$ cat src/rtl/key_entry_pkg.sv
//----------------------------------------------------------------------------
// key_entry_pkg : FSM state encoding and command codes for key_entry.
// Revision 1.0
//----------------------------------------------------------------------------
`default_nettype none

package key_entry_pkg;

   typedef enum logic [1:0] {
      IDLE     = 2'd0,
      DEBOUNCE = 2'd1,
      ACT      = 2'd2,
      WAIT_REL = 2'd3
   } state_t;

   localparam logic [4:0] CMD_BKSP  = 5'd16;
   localparam logic [4:0] CMD_CLR   = 5'd17;
   localparam logic [4:0] CMD_ENTER = 5'd18;

endpackage

`default_nettype wire

$ cat src/rtl/key_sync.sv
//----------------------------------------------------------------------------
// key_sync : parameterized-width two-flop synchronizer, async active-low reset.
// Revision 1.0
//----------------------------------------------------------------------------
`default_nettype none

module key_sync #(
   parameter int WIDTH = 1
) (
   input  logic             clk_i,
   input  logic             rst_ni,
   input  logic [WIDTH-1:0] d_i,
   output logic [WIDTH-1:0] q_o
);

   logic [WIDTH-1:0] meta_q;
   logic [WIDTH-1:0] sync_q;

   always_ff @(posedge clk_i or negedge rst_ni) begin
      if (!rst_ni) begin
         meta_q <= '0;
         sync_q <= '0;
      end else begin
         meta_q <= d_i;
         sync_q <= meta_q;
      end
   end

   assign q_o = sync_q;

endmodule

`default_nettype wire

$ cat src/rtl/key_entry.sv
//----------------------------------------------------------------------------
// key_entry : debounced push-button to hex-entry register with edit/commit.
// Optional macro KEY_ENTRY_SYNC_EN adds a two-flop input synchronizer.
// Revision 1.0
//----------------------------------------------------------------------------
`default_nettype none

module key_entry
   import key_entry_pkg::*;
#(
   parameter int DIGITS       = 8,
   parameter int DEBOUNCE_CYC = 3
) (
   input  logic                         hz100,
   input  logic                         nrst,
   input  logic [4:0]                   code,
   input  logic                         strobe,
   output logic [4*DIGITS-1:0]          value,
   output logic [$clog2(DIGITS+1)-1:0]  ndigits,
   output logic                         full,
   output logic [4*DIGITS-1:0]          result,
   output logic                         result_valid
);

   localparam int         NW   = $clog2(DIGITS+1);
   localparam logic [3:0] DC_C = 4'(DEBOUNCE_CYC);

   logic [4:0] s_code;
   logic       s_strobe;

`ifdef KEY_ENTRY_SYNC_EN
   logic [5:0] sync_out;

   key_sync #(.WIDTH(6)) u_sync (
      .clk_i  (hz100),
      .rst_ni (nrst),
      .d_i    ({code, strobe}),
      .q_o    (sync_out)
   );

   assign s_code   = sync_out[5:1];
   assign s_strobe = sync_out[0];
`else
   assign s_code   = code;
   assign s_strobe = strobe;
`endif

   state_t            state_q, state_d;
   logic [3:0]        cnt_q, cnt_d;
   logic [4:0]        key_q, key_d;
   logic [4*DIGITS-1:0] value_q, value_d;
   logic [NW-1:0]     nd_q, nd_d;
   logic [4*DIGITS-1:0] result_q, result_d;
   logic              valid_q, valid_d;

   logic [4*DIGITS+3:0] shift_cat;
   logic [3:0]          cnt_inc;
   logic                full_w;

   assign shift_cat = {value_q, key_q[3:0]};
   assign cnt_inc   = cnt_q + 4'd1;
   assign full_w    = (nd_q == NW'(DIGITS));

   always_ff @(posedge hz100 or negedge nrst) begin
      if (!nrst) begin
         state_q  <= IDLE;
         cnt_q    <= '0;
         key_q    <= '0;
         value_q  <= '0;
         nd_q     <= '0;
         result_q <= '0;
         valid_q  <= 1'b0;
      end else begin
         state_q  <= state_d;
         cnt_q    <= cnt_d;
         key_q    <= key_d;
         value_q  <= value_d;
         nd_q     <= nd_d;
         result_q <= result_d;
         valid_q  <= valid_d;
      end
   end

   always_comb begin
      state_d = state_q;
      cnt_d   = cnt_q;
      key_d   = key_q;
      unique case (state_q)
         IDLE: begin
            if (s_strobe) begin
               key_d   = s_code;
               cnt_d   = 4'd1;
               state_d = (DC_C == 4'd1) ? ACT : DEBOUNCE;
            end
         end
         DEBOUNCE: begin
            if (!s_strobe) begin
               cnt_d   = '0;
               state_d = IDLE;
            end else if (s_code != key_q) begin
               key_d = s_code;
               cnt_d = 4'd1;
            end else begin
               cnt_d = cnt_inc;
               if (cnt_inc == DC_C) state_d = ACT;
            end
         end
         ACT: begin
            cnt_d   = '0;
            state_d = WAIT_REL;
         end
         WAIT_REL: begin
            // Any press sample restarts the release count, so holding never repeats.
            if (s_strobe) begin
               cnt_d = '0;
            end else if (cnt_inc == DC_C) begin
               cnt_d   = '0;
               state_d = IDLE;
            end else begin
               cnt_d = cnt_inc;
            end
         end
         default: begin
            cnt_d   = '0;
            state_d = IDLE;
         end
      endcase
   end

   always_comb begin
      value_d  = value_q;
      nd_d     = nd_q;
      result_d = result_q;
      valid_d  = 1'b0;
      if (state_q == ACT) begin
         if (!key_q[4]) begin
            if (!full_w) begin
               value_d = shift_cat[4*DIGITS-1:0];
               nd_d    = nd_q + NW'(1);
            end
         end else begin
            case (key_q)
               CMD_BKSP: begin
                  if (nd_q != '0) begin
                     value_d = value_q >> 4;
                     nd_d    = nd_q - NW'(1);
                  end
               end
               CMD_CLR: begin
                  value_d = '0;
                  nd_d    = '0;
               end
               CMD_ENTER: begin
                  result_d = value_q;
                  valid_d  = 1'b1;
                  value_d  = '0;
                  nd_d     = '0;
               end
               default: ;
            endcase
         end
      end
   end

   assign value        = value_q;
   assign ndigits      = nd_q;
   assign full         = full_w;
   assign result       = result_q;
   assign result_valid = valid_q;

endmodule

`default_nettype wire

$ cat config.mk
export PLATFORM = sky130hd
export DESIGN_NAME = key_entry
export DESIGN_NICKNAME = d
export VERILOG_FILES = /design/src/rtl/key_entry_pkg.sv /design/src/rtl/key_sync.sv /design/src/rtl/key_entry.sv
export SDC_FILE = /design/constraint.sdc
export NUM_CORES = 1
export LEC_CHECK = 0
export BUFFER_PORTS_ARGS = -buffer_cell sky130_fd_sc_hd__buf_4
export CORE_MARGIN = 10
export CORE_UTILIZATION = 56
export CTS_BUF_LIST = sky130_fd_sc_hd__clkbuf_8
export CTS_CLUSTER_DIAMETER = 40
export CTS_CLUSTER_SIZE = 24
export DETAILED_ROUTE_END_ITERATION = 10
export GPL_ROUTABILITY_DRIVEN = 0
export HOLD_SLACK_MARGIN = 0.03
export PLACE_DENSITY = 0.81
export SLEW_MARGIN = 20
export SYNTH_ARGS = -nofsm -noshare
export SYNTH_HDL_FRONTEND = slang
export SYNTH_SLANG_ARGS = --single-unit
$ cat constraint.sdc
create_clock -name hz100 -period 2.5 [get_ports hz100]
set_input_delay 0.125 -clock hz100 [delete_from_list [all_inputs] [get_ports hz100]]
set_output_delay 0.125 -clock hz100 [all_outputs]
set_load 0.03 [all_outputs]
==> impl_results.md <==
* Setup CP Type: flop to flop
* Number of synthesized register bits at 80
* Placeable Area at 0.006719 mm2
* CP bufs+invs at 0
* Capturing point of the worst reg2reg path: value[2]$_DFFE_PN0P_
* Initial antenna violation count at 0
* Final Net Count at 454
* Routed WL at 9055 um
* Worst-case clock buffer depth at 2
* DRT iter0 DRCs at 130
* Ratio of cells with drive above 1 in the final layout at 32.21%
* Root Buffer: clkbuf_8
* Final clock skew at 0.01265 ns
* Area Growth Syn to Fin at 22.87%
* RSZ-0062 raised after global routing: no
* WL/cell at 17.18 um
* Antenna Nets Post-Route at 0
* Chain of cells forming the critical path: or3b_2, o32ai_4, nand2_4, mux2_1
* Layout Utilization at 70.24%
* Synth area leaders: dfrtp_1 (52%), mux2_2 (9.1%), nand2_1 (5.8%)
* Worst Path Required at 2.73 ns
* CP Max Fanout at 36
* Starting density of the core at 57.17%
* Final period util at 87.37%
* Die H at 102.8 um
* Total power at 2.899 mW
* Worst skew pair latency at 0.36 ns
* Clk pwr share at 32.8%
* Vias in the first global route at 3,028
* Cell row count at 30
* DR vias at 2,973
* Worst path depth at 4
* Detailed Routing Iterations Pass 1 at 4
* Max frequency at 0.4578 GHz
* CP max stage cell: dfrtp_1
* # DRC at 0
* Pwr Density at 614.3 mW/mm2
* Syn Nets at 375
* Synthesis Warnings at 0
* Post-Synthesis Cell Area at 0.003841 mm2
* FF-to-FF setup slack at 0.32 ns
* Status: finished, final reports clean
* Max IR drop VDD at 0.0002775 V
* Clock-pin slew on the worst setup and hold paths at 0.09 ns
* Static Leak at 2.303 nW
* Num CTS Buffers at 9
* Setup TNS at 0 ns
* Number of top-level pins at 78
* Crit start category: flop
* First-pass GRT wire length at 14,950 um
* Placed cells at 506
* Sw Ratio at 30.45%
* DP HPWL at 6360 um
* P_int at 2.016 mW
* Ys async rst share at 100.0%
* Final Hold Violating Endpoints at 0
* Avg Synthesized Cell Area at 10.58 um2
* CP Capture Type: flop
* H-tree Lvls at 3
* Die area at 0.01057 mm2
* Post-CTS Setup Inserts at 0
* Relative slew slack at 49.57%
* Synth area leader: dfrtp_1
* Vias per cell at 5.641
* Filler cells at 499
* Yosys top cell area share at 52.12%
* Global route overflow at 0
* Buffers on Ports at 77
* CP arrival at 2.41 ns
* Dpl ws at 0.3395 ns
* Max_cap viols at 0
* Reg power frac at 49.5%
* CP peak stage delay at 0.55 ns
* Final non-filler cell total at 527
* Setup violations, final at 0
* Ant. Diodes at 0
* Post-synth EDFFs at 0
* Yosys cell types at 49
* Top Family by Delay on Critical Path: simple AND/OR/NAND/NOR gates
* NetSw at 0.8828 mW
* Critical Path Sink: value[2]$_DFFE_PN0P_
* Final period demand of the worst path at 2.184 ns
* Primary FF master, synth: dfrtp_1
* Synth Instances at 363
* Count of final max-slew check failures at 0
* CTS tree: built
* Clock sinks at 80
* R2R depth at 4
* Register area share after synthesis at 52.12%
* Largest net degree at the start of global routing at 48
* Die X at 102.8 um
* Logic pwr share at 17.8%
* Min setup slack post-route at 0.3156 ns
* Worst-Margin Slew at 0.7486 ns
* Worst min path class: primary input to flop
* GRT Overall Usage at 17.63%
registers in the layout (all words and copies together), names as in the netlist, named ones only:
signal / count
ndigits: 4
key_q: 5
cnt_q: 4
state_q: 1
result: 32
result_valid: 1
value: 32
per-stage QoR:
step           area (um2)  hold WS [ns]
4_1_cts              4720       0.03441
2_1_floorplan        3841       -0.1706
3_5_place_dp         4474        0.1373
3_3_place_gp         4474        0.1292
5_1_grt              4720       0.07497
6_report             4720       0.04032
logic make-up after synthesis:
group                      Yosys count  share of synthesized area [%]
AOI/OAI and AO/OA                   79                          13.16
xor gates and xnor gates             8                          1.824
adders and majority gates            4                          1.303
buffers and inverters               55                          6.352
DFF                                 80                          52.12
muxes                               44                          13.58
and+or+nand+nor                     93                          11.66
placed cells by master (no fill, tap or decap), types with 9 or more instances in the layout:
master | Yosys | routed
buf_4 | 0 | 80
clkbuf_8 | 0 | 9
dfrtp_1 | 80 | 79
inv_1 | 36 | 37
mux2_2 | 31 | 31
nand2_1 | 59 | 59
o21ai_0 | 9 | 9
o21ai_1 | 24 | 24
o22ai_1 | 28 | 28
power by group through the flow:
stage	Sequential (mW)	Clock, mW	Combinational (mW)
after detailed placement	1.46	0	0.503
after global placement	1.45	0	0.496
final	1.43	0.950	0.515
after floorplan	1.51	0	0.264
after global routing	1.45	1.00	0.568
after CTS	1.43	0.955	0.519
synth_stat cells (2+ instances only):
master	n
nor4b_1	2
dfrtp_1	80
mux2_4	8
o22ai_1	28
o31ai_1	2
nor3_1	2
o21ai_1	24
nand3b_1	2
buf_2	6
nor2b_1	4
nor2_1	4
nor4_1	2
nand2_1	59
xnor2_1	8
nand3_1	4
nand2b_1	2
o32a_1	2
inv_1	36
ha_1	4
and3_1	2
o21ai_0	9
buf_6	4
mux2_1	2
clkbuf_1	9
mux2i_1	3
mux2_2	31
a21oi_1	2
worst min-delay path by stage:
stage | start | endpoint | depth (start not counted)
floorplan | nrst | async pin | 0
global placement | nrst | ndigits[3]$_DFFE_PN0P_ | 1
detailed placement | nrst | ndigits[3]$_DFFE_PN0P_ | 1
CTS | code[3] | key_q[3]$_DFFE_PN0P_ | 3
global route | code[3] | key_q[3]$_DFFE_PN0P_ | 3
finish | code[3] | key_q[3]$_DFFE_PN0P_ | 3
layout make-up:
class	count	area [um2]	share of cell area (%)
inverters	36	135.1	2.863
repair buffers	87	690.7	14.63
well taps	80	100.1	2.121
flip-flops and latches	80	2003	42.44
clock inverters	7	71.32	1.511
multi-input cells	228	1595	33.80
clock buffers	9	123.9	2.625
worst reg2reg max path, cell delays in order, from the launching register on:
cell	delay, ns
dfrtp_1	0.55
or3b_2	0.54
o32ai_4	0.19
nand2_4	0.34
mux2_1	0.45
routing by layer:
layer	share of wire, %	track usage (%)	vias to the layer above
met5	0	0	-
met4	1.2	5.989	0
met3	7.2	4.625	10
met2	47	27.23	95
met1	44	23.50	1446
li1	-	-	1422
what timing repair did:
item	CTS	global route
hold buffers	5	0
hold endpoints to repair	42	0
gates resized for setup	0	0
Note: power is estimated with default switching activity, not from simulation.
